--- config.mk ---
export PLATFORM = sky130hd
export DESIGN_NAME = idex_pipe_reg
export DESIGN_NICKNAME = d
export VERILOG_FILES = /design/src/rtl/idex_pipe_reg.sv
export SDC_FILE = /design/constraint.sdc
export NUM_CORES = 1
export LEC_CHECK = 0
export BUFFER_PORTS_ARGS = -buffer_cell sky130_fd_sc_hd__buf_2
export CAP_MARGIN = 20
export CORE_AREA = 2 2 287 289
export DETAILED_ROUTE_END_ITERATION = 10
export DIE_AREA = 0 0 289 291
export HOLD_SLACK_MARGIN = 0.03
export PLACE_DENSITY = 0.36
export SLEW_MARGIN = 10
export SYNTH_ARGS = -nofsm -noshare
export SYNTH_HDL_FRONTEND = slang
export SYNTH_SLANG_ARGS = --single-unit
--- constraint.sdc ---
create_clock -name clk -period 3.7 [get_ports clk]
set_clock_uncertainty 0.2 [all_clocks]
set_input_delay 0 -clock clk [delete_from_list [all_inputs] [get_ports clk]]
set_output_delay 0 -clock clk [all_outputs]
set_load 0.01 [all_outputs]
--- src/rtl/idex_pipe_reg.sv ---
// ID/EX pipeline register: final operand select, load-use hazard detection,
// bubble insertion on stall/flush, and a saturating count of load-use bubbles.
//
// state     | meaning
// ----------+-------------------------------------------------------------
// ST_BUBBLE | EX register holds no instruction (reset, flush or bubble)
// ST_VALID  | EX register holds an accepted instruction
module idex_pipe_reg #(
   parameter int XLEN  = 64,
   parameter int CNT_W = 32
) (
   input  logic             clk,
   input  logic             rst_n,
   input  logic             id_valid,
   output logic             id_ready,
   input  logic [XLEN-1:0]  id_pc,
   input  logic [XLEN-1:0]  id_imm,
   input  logic [4:0]       id_raddr1,
   input  logic [4:0]       id_raddr2,
   input  logic             id_re1,
   input  logic             id_re2,
   input  logic [XLEN-1:0]  id_rdata1,
   input  logic [XLEN-1:0]  id_rdata2,
   input  logic             id_we,
   input  logic [4:0]       id_waddr,
   input  logic             id_load,
   input  logic [15:0]      id_ctrl,
   input  logic             fwd_a,
   input  logic             fwd_b,
   input  logic [XLEN-1:0]  fwd_asrc,
   input  logic [XLEN-1:0]  fwd_bsrc,
   input  logic             mem_we,
   input  logic             mem_load,
   input  logic [4:0]       mem_waddr,
   input  logic             flush,
   input  logic             ex_allowin,
   output logic             ex_valid,
   output logic [XLEN-1:0]  ex_pc,
   output logic [XLEN-1:0]  ex_imm,
   output logic [XLEN-1:0]  ex_src1,
   output logic [XLEN-1:0]  ex_src2,
   output logic             ex_we,
   output logic             ex_load,
   output logic [4:0]       ex_waddr,
   output logic [15:0]      ex_ctrl,
   output logic [CNT_W-1:0] stall_cnt
);

   typedef enum logic {
      ST_BUBBLE = 1'b0,
      ST_VALID  = 1'b1
   } state_e;

   state_e           state_q, state_d;
   logic [XLEN-1:0]  pc_q, pc_d;
   logic [XLEN-1:0]  imm_q, imm_d;
   logic [XLEN-1:0]  src1_q, src1_d;
   logic [XLEN-1:0]  src2_q, src2_d;
   logic             we_q, we_d;
   logic             load_q, load_d;
   logic [4:0]       waddr_q, waddr_d;
   logic [15:0]      ctrl_q, ctrl_d;
   logic [CNT_W-1:0] cnt_q, cnt_d;

   logic [XLEN-1:0]  sel_src1;
   logic [XLEN-1:0]  sel_src2;
   logic             ex_load_busy;
   logic             mem_load_busy;
   logic             dep1;
   logic             dep2;
   logic             hazard;
   logic             cnt_sat;

   // x0 reads as zero even if the forwarding network claims a hit on it
   always_comb begin
      if (id_raddr1 == 5'd0) begin
         sel_src1 = '0;
      end else if (fwd_a) begin
         sel_src1 = fwd_asrc;
      end else begin
         sel_src1 = id_rdata1;
      end
   end

   always_comb begin
      if (id_raddr2 == 5'd0) begin
         sel_src2 = '0;
      end else if (fwd_b) begin
         sel_src2 = fwd_bsrc;
      end else begin
         sel_src2 = id_rdata2;
      end
   end

   // Load results are not forwardable from EX or MEM, so either match stalls
   assign ex_load_busy  = (state_q == ST_VALID) && load_q && we_q;
   assign mem_load_busy = mem_load && mem_we;

   assign dep1 = id_re1 && (id_raddr1 != 5'd0) &&
                 ((ex_load_busy && (waddr_q == id_raddr1)) ||
                  (mem_load_busy && (mem_waddr == id_raddr1)));
   assign dep2 = id_re2 && (id_raddr2 != 5'd0) &&
                 ((ex_load_busy && (waddr_q == id_raddr2)) ||
                  (mem_load_busy && (mem_waddr == id_raddr2)));

   assign hazard   = id_valid && (dep1 || dep2);
   assign id_ready = ex_allowin && !hazard && !flush;
   assign cnt_sat  = (cnt_q == {CNT_W{1'b1}});

   always_comb begin
      state_d = state_q;
      pc_d    = pc_q;
      imm_d   = imm_q;
      src1_d  = src1_q;
      src2_d  = src2_q;
      we_d    = we_q;
      load_d  = load_q;
      waddr_d = waddr_q;
      ctrl_d  = ctrl_q;
      cnt_d   = cnt_q;
      if (flush) begin
         state_d = ST_BUBBLE;
      end else if (ex_allowin) begin
         if (id_valid && !hazard) begin
            state_d = ST_VALID;
            pc_d    = id_pc;
            imm_d   = id_imm;
            src1_d  = sel_src1;
            src2_d  = sel_src2;
            we_d    = id_we;
            load_d  = id_load;
            waddr_d = id_waddr;
            ctrl_d  = id_ctrl;
         end else begin
            state_d = ST_BUBBLE;
            if (hazard && !cnt_sat) begin
               cnt_d = cnt_q + {{(CNT_W-1){1'b0}}, 1'b1};
            end
         end
      end
   end

   always_ff @(posedge clk) begin
      if (!rst_n) begin
         state_q <= ST_BUBBLE;
         pc_q    <= '0;
         imm_q   <= '0;
         src1_q  <= '0;
         src2_q  <= '0;
         we_q    <= 1'b0;
         load_q  <= 1'b0;
         waddr_q <= '0;
         ctrl_q  <= '0;
         cnt_q   <= '0;
      end else begin
         state_q <= state_d;
         pc_q    <= pc_d;
         imm_q   <= imm_d;
         src1_q  <= src1_d;
         src2_q  <= src2_d;
         we_q    <= we_d;
         load_q  <= load_d;
         waddr_q <= waddr_d;
         ctrl_q  <= ctrl_d;
         cnt_q   <= cnt_d;
      end
   end

   assign ex_valid  = (state_q == ST_VALID);
   assign ex_pc     = pc_q;
   assign ex_imm    = imm_q;
   assign ex_src1   = src1_q;
   assign ex_src2   = src2_q;
   assign ex_we     = ex_valid && we_q;
   assign ex_load   = ex_valid && load_q;
   assign ex_waddr  = waddr_q;
   assign ex_ctrl   = ctrl_q;
   assign stall_cnt = cnt_q;

endmodule

# Word-level counts from Yosys, hierarchy flattened

Cells that the tools add are included.

Memories: 0
Register bits: 312
Memory bits (writable): 0
Word-level logic and storage cells: 54
Latch bits: 0
Output and inout port bits: 313
Bits in read-only memories: 0

Shifts and indexed selects: 0
Magnitude comparators: 0
Eq/ne operators: 5
Div/mod/pow operators: 0
Multipliers: 0
Reduce and logical (&&, ||, !) cells: 30
Bitwise gates (word level): 3
Mux-type cells: 5
Add/sub/neg operators: 1

Operators by type and width:

| cell                                                            | count |
|---|---|
| 64-bit 2-to-1 mux                                               | 4 |
| 32-bit by 1-bit adder with 32-bit output, second input constant | 1 |
| 32-bit == test, second input constant                           | 1 |
| 5-bit == test                                                   | 4 |
| 1-bit logical AND                                               | 17 |
| 5-bit zero test                                                 | 2 |
| 5-bit nonzero test                                              | 2 |
| 4-bit AND reduction                                             | 1 |
| 1-bit zero test                                                 | 3 |
| 1-bit logical OR                                                | 3 |
| 1-bit NOT                                                       | 3 |
| 3-bit AND reduction                                             | 1 |
| 2-bit OR reduction                                              | 1 |
| 1-bit 2-to-1 mux                                                | 1 |

# Depth between registers and ports, before layout

Depth in word-level cells: 11
Mapped depth: 10

# Worst setup path before layout

No wires, ideal clock.

Path kind: register to register
Start: register cnt_q[0], in the netlist stall_cnt[0]
End: register cnt_q[1], in the netlist stall_cnt[1]
Path buffers: 2
Data arrival time: 2.209 ns
Stages on the path, launching flop included: 10
Setup time: 0.128 ns
Slack: 1.163 ns
Required time: 3.372 ns
Cell sequence: dfxtp_1 > ha_1 > inv_1 > nor4_2 > a41oi_1 > o21ai_2 > buf_2 > buf_2 > mux2i_1 > nor2_1

Cells in the longest elaborated chain, start to end: 4

RTL lines:

| what                                                                             | RTL line | text |
|---|---|---|
| from (decl)                                                                      | 63       | `logic [CNT_W-1:0] cnt_q, cnt_d;` |
| from (signal assigned)                                                           | 165      | `cnt_q <= cnt_d;` |
| branches (longest 4 deep; another with 32-bit by 1-bit adder with 32-bit output) | -        |  |

Several ways; the timed one is not identified.
A chain may end at the register's enable or synchronous reset.

# Final worst setup path

Start: register waddr_q[2], in the netlist ex_waddr[2]
End: register pc_q[20], in the netlist ex_pc[20]

Cells in the longest elaborated chain, start to end: 9

RTL lines:

| what                                 | RTL line | text |
|---|---|---|
| from (decl)                          | 61       | `logic [4:0] waddr_q, waddr_d;` |
| from (signal assigned)               | 163      | `waddr_q <= waddr_d;` |
| 5-bit == test (on tied branches)     | 100, 103 |  |
| 1-bit logical AND (on tied branches) | 100, 103 |  |
| 1-bit logical OR (on tied branches)  | 100, 103 |  |
| 1-bit logical AND (on tied branches) | 99, 102  |  |
| 1-bit logical OR (*)                 | 106      | `assign hazard = id_valid && (dep1 \|\| dep2);` |
| 1-bit logical AND (*)                | 106      |  |
| 1-bit zero test (*)                  | 124      | `if (id_valid && !hazard) begin` |
| 1-bit logical AND (*)                | 124      |  |
| 3-bit AND reduction (no line) (*)    | -        |  |
| to (signal assigned)                 | 157      | `pc_q <= pc_d;` |
| to (decl)                            | 55       | `logic [XLEN-1:0] pc_q, pc_d;` |

Mark *: on every way between the ends. The rest lies on a longest branch, timed or not.

==> flow_summary.yaml <==
outcome:
  outcome: "finished, final reports clean"
routing:
  vias: 16530
  drt-wirelength-per-cell_um: 15.52
  routed_wirelength_um: 62020
  ant_nets: 0
  drc_errors: 0
  first_pass_iters: 5
  via_per_inst: 4.138
  drt_iter0_drc: 605
placed_design:
  gp_congestion: 0.8574
  portBuffers: 745
  dpl.hpwl_um: 43570
synth:
  synth_top_family_by_area: "simple AND/OR/NAND/NOR gates"
  ys_warn_count: 0
  async_flop_share: 0
  synth_edf_count: 0
  synthAdderAreaFrac: 0.0009368
  ys.flop_type: "dfxtp_1"
  yosys.area_share.simple: 0.2301
  synth_fp_nets: 2061
  netlist_area_um2: 13360
  synthCells: 1627
  yosysSeqAreaShare: 0.4676
  synth_compound_area_frac: 0.1317
  ys_ff_latch: 312
  syn_avg_cell_area_um2: 8.209
  synthXorXnorAreaFrac: 0.01377
  muxShareOfSynthArea: 0.1094
  ys_types: 38
critical_path:
  r2r_start: "ex_waddr[2]"
  start_kind: "flip-flop"
  r2r_slack_ns: 0.30
  crit_type: "reg2reg"
  crit_path_end_kind: "flip-flop"
  crit_required_ns: 3.99
  reg2reg_to: "ex_pc[20]"
  cp.arrival_ns: 3.69
  ff2ff_path_depth: 10
  worstPathMaxFanout: 42
pwr:
  leakage_uw: 0.01090
  p_per_area_nw_per_um2: 358.6
  p_sw_uw: 2278
  irDropWorstVdd_mv: 0.2097
  seqPwrFrac: 0.385
  power.internal_uw: 6883
  combPwrFrac: 0.161
  pwr-share-clk: 0.455
  p_sw_frac: 0.2487
grt:
  first_global_vias: 17190
  antenna_found_initial: 7
  grtUsageTotal: 0.1411
  grt.overflow.total: 0
  grt_max_degree: 206
  grt_first_pass_wirelength_um: 94610
clocking:
  clock_path_buffers: 3
  post-cts-setup-buffers: 0
  path_clk_slew_ns: 0.06
  clkSinkCount: 312
  clock_latency_ns: 0.56
  cts_root_buffer: "clkbuf_16"
  cts_tree: "done"
  htreeDepth: 2
  cts_made_buffers: 40
worst_hold_path:
  hold_path_class: "in2reg"
  hold_depth: 4
  hold_end: "ex_imm[23]"
  worstHoldStart: "id_imm[23]"
sta:
  hold_viol: 0
  worstMarginPinSlew_ns: 1.158
  slew_headroom: 0.2282
  fin_crit_ns: 3.403
  tns_ns: 0
  slew_violations: 0
  timing.fmax_mhz: 293.8
  finalCritPeriodShare: 0.9198
  setup_viol: 0
  rsz0062_at_grt: "no"
job:
  drv_cap: 0
die:
  die-area_um2: 84100
  io_pins: 746
  start_util: 0.1645
  fp.dieW_um: 289
  fp.dieH_um: 291
  core_um2: 81190
  num_rows: 105
final_layout:
  layout-drive-gt1-share: 0.3325
  final-seq-area_um2: 6246
  multi_input_area_um2: 6534
  fin_util: 0.3146
  areaGrowthSynthToFinish_pct: 91.26
  nFillCells: 8658
  finalNetCount: 3328
==> repair_timing <==
action                                 CTS  global route
setup endpoints to repair                0             1
gates resized for setup                  0             2
hold buffers                           600             0
endpoints found under the hold margin  309             0
==> final cells by class <==
type / count / area share
Antenna cell: 2 / 0.0001959
Multi-Input combinational cell: 1163 / 0.2558
Tap cell: 1070 / 0.05241
Clock buffer: 57 / 0.04604
Sequential cell: 312 / 0.2445
Clock inverter: 14 / 0.008179
Timing Repair Buffer: 1371 / 0.3920
Inverter: 6 / 0.0008816
==> power by group through the flow <==
stage / registers (uW) / clock network [uW] / logic, uW
after floorplan: 3650 / 0 / 385
after detailed placement: 3600 / 0 / 951
final: 3530 / 4160 / 1470
after global routing: 3540 / 4460 / 1600
after CTS: 3520 / 4350 / 1480
after global placement: 3600 / 0 / 949
==> layer usage <==
layer | vias to the layer above | routed length, um | global-route usage
met5 | - | 0 | 0
met3 | 126 | 4144 | 0.03691
met4 | 0 | 2465 | 0.05494
met2 | 488 | 31390 | 0.2583
met1 | 7711 | 24020 | 0.1530
li1 | 8205 | - | -
==> registers in the layout (all words and copies together) (netlist names) <==
signal and cells:
we_q 1, load_q 1, ex_src2 64, ex_valid 1
ex_imm 64, ex_src1 64, stall_cnt 32, ex_pc 64
ex_waddr 5, ex_ctrl 16
==> per-stage QoR <==
| step | area (um2) | setup slack [ns] | hold slack (ns) | power [uW] | std cells |
|---|---|---|---|---|---|
| global route | 25550 | 0.001728 | 0.07052 | 9597 | 3995 |
| detailed placement | 18130 | 0.8890 | 0.02340 | 4547 | 3322 |
| floorplan | 13360 | 1.163 | -0.1207 | 4032 | 1627 |
| CTS | 25530 | 0.2533 | 0.03094 | 9355 | 3993 |
| global placement | 18130 | 0.8421 | 0.01307 | 4545 | 3322 |
| finish | 25550 | 0.2968 | 0.06997 | 9161 | 3995 |
==> cells in the final DEF, fill, tap and decap left out, types with 3 or more instances in the layout <==
cell type        n
o31ai_1          3
dfxtp_1        312
nand2_1        296
o21ai_0        305
nor4_1           5
clkbuf_8         9
buf_2          744
clkbuf_1         7
clkbuf_16       41
nand4_1         15
xnor2_1          6
buf_12           6
clkinv_2         5
mux2_2         128
or4_1            3
a21oi_1         28
bufinv_16        5
or3_1           25
dlygate4sd3_1  600
nor2_1           7
nor3_1           4
and2_1           3
and3_1           8
inv_1            5
xor2_1          15
buf_4           20
nand3_1        290
==> worst max path at each step <==
stage / start / to / slack [ns] / depth (start not counted)
final: ex_waddr[2] / ex_pc[20] / 0.30 / 10
after CTS: ex_valid / ex_pc[18] / 0.25 / 10
after global placement: ex_waddr[1] / ex_src2[29] / 0.84 / 8
after global routing: ex_waddr[2] / ex_pc[18] / 0.002 / 10
after detailed placement: ex_waddr[0] / stall_cnt[28] / 0.89 / 8
after floorplan: stall_cnt[0] / stall_cnt[1] / 1.16 / 9
==> synth_stat cells (2+ instances only) <==
cell type  count  area, um2
nor2_1         7      26.28
and2_1         3      18.77
nand4_1       15      93.84
buf_6          2      22.52
and3_1         8      50.05
or3_1         25      156.4
and4_1         2      17.52
o31ai_1        3      22.52
dfxtp_1      312       6246
inv_1          5      18.77
mux2i_1        2      20.02
xor2_1        15      131.4
buf_2         28      140.1
buf_1         21      78.83
nor4_2         2      25.02
nor4_1         5      31.28
nor3_1         4      20.02
nand2_1      296       1111
a21oi_1       31      155.2
xnor2_1        6      52.55
nand3_1      290       1451
o21ai_0      305       1526
nor3_2         2      20.02
mux2_2       128       1441
or4_1          3      22.52
clkbuf_1      95      356.6
==> logic make-up after synthesis <==
kind of cell	count (synthesis)
mux	130
buf+inv	152
xor+xnor	21
fa+ha+maj	1
simple gates	666
compound gates	345
flops	312
==> critical path, cell delays in order (launching register included) <==
cell,delay (ns)
dfxtp_1,0.40
xor2_1,0.17
nor4_1,0.07
nand3_1,0.12
a221oi_4,0.10
nor3_4,0.63
buf_12,0.28
nand3_1,0.10
dlygate4sd3_1,0.57
o21ai_0,0.08
dlygate4sd3_1,0.57
(Power assumes the default switching activity.)
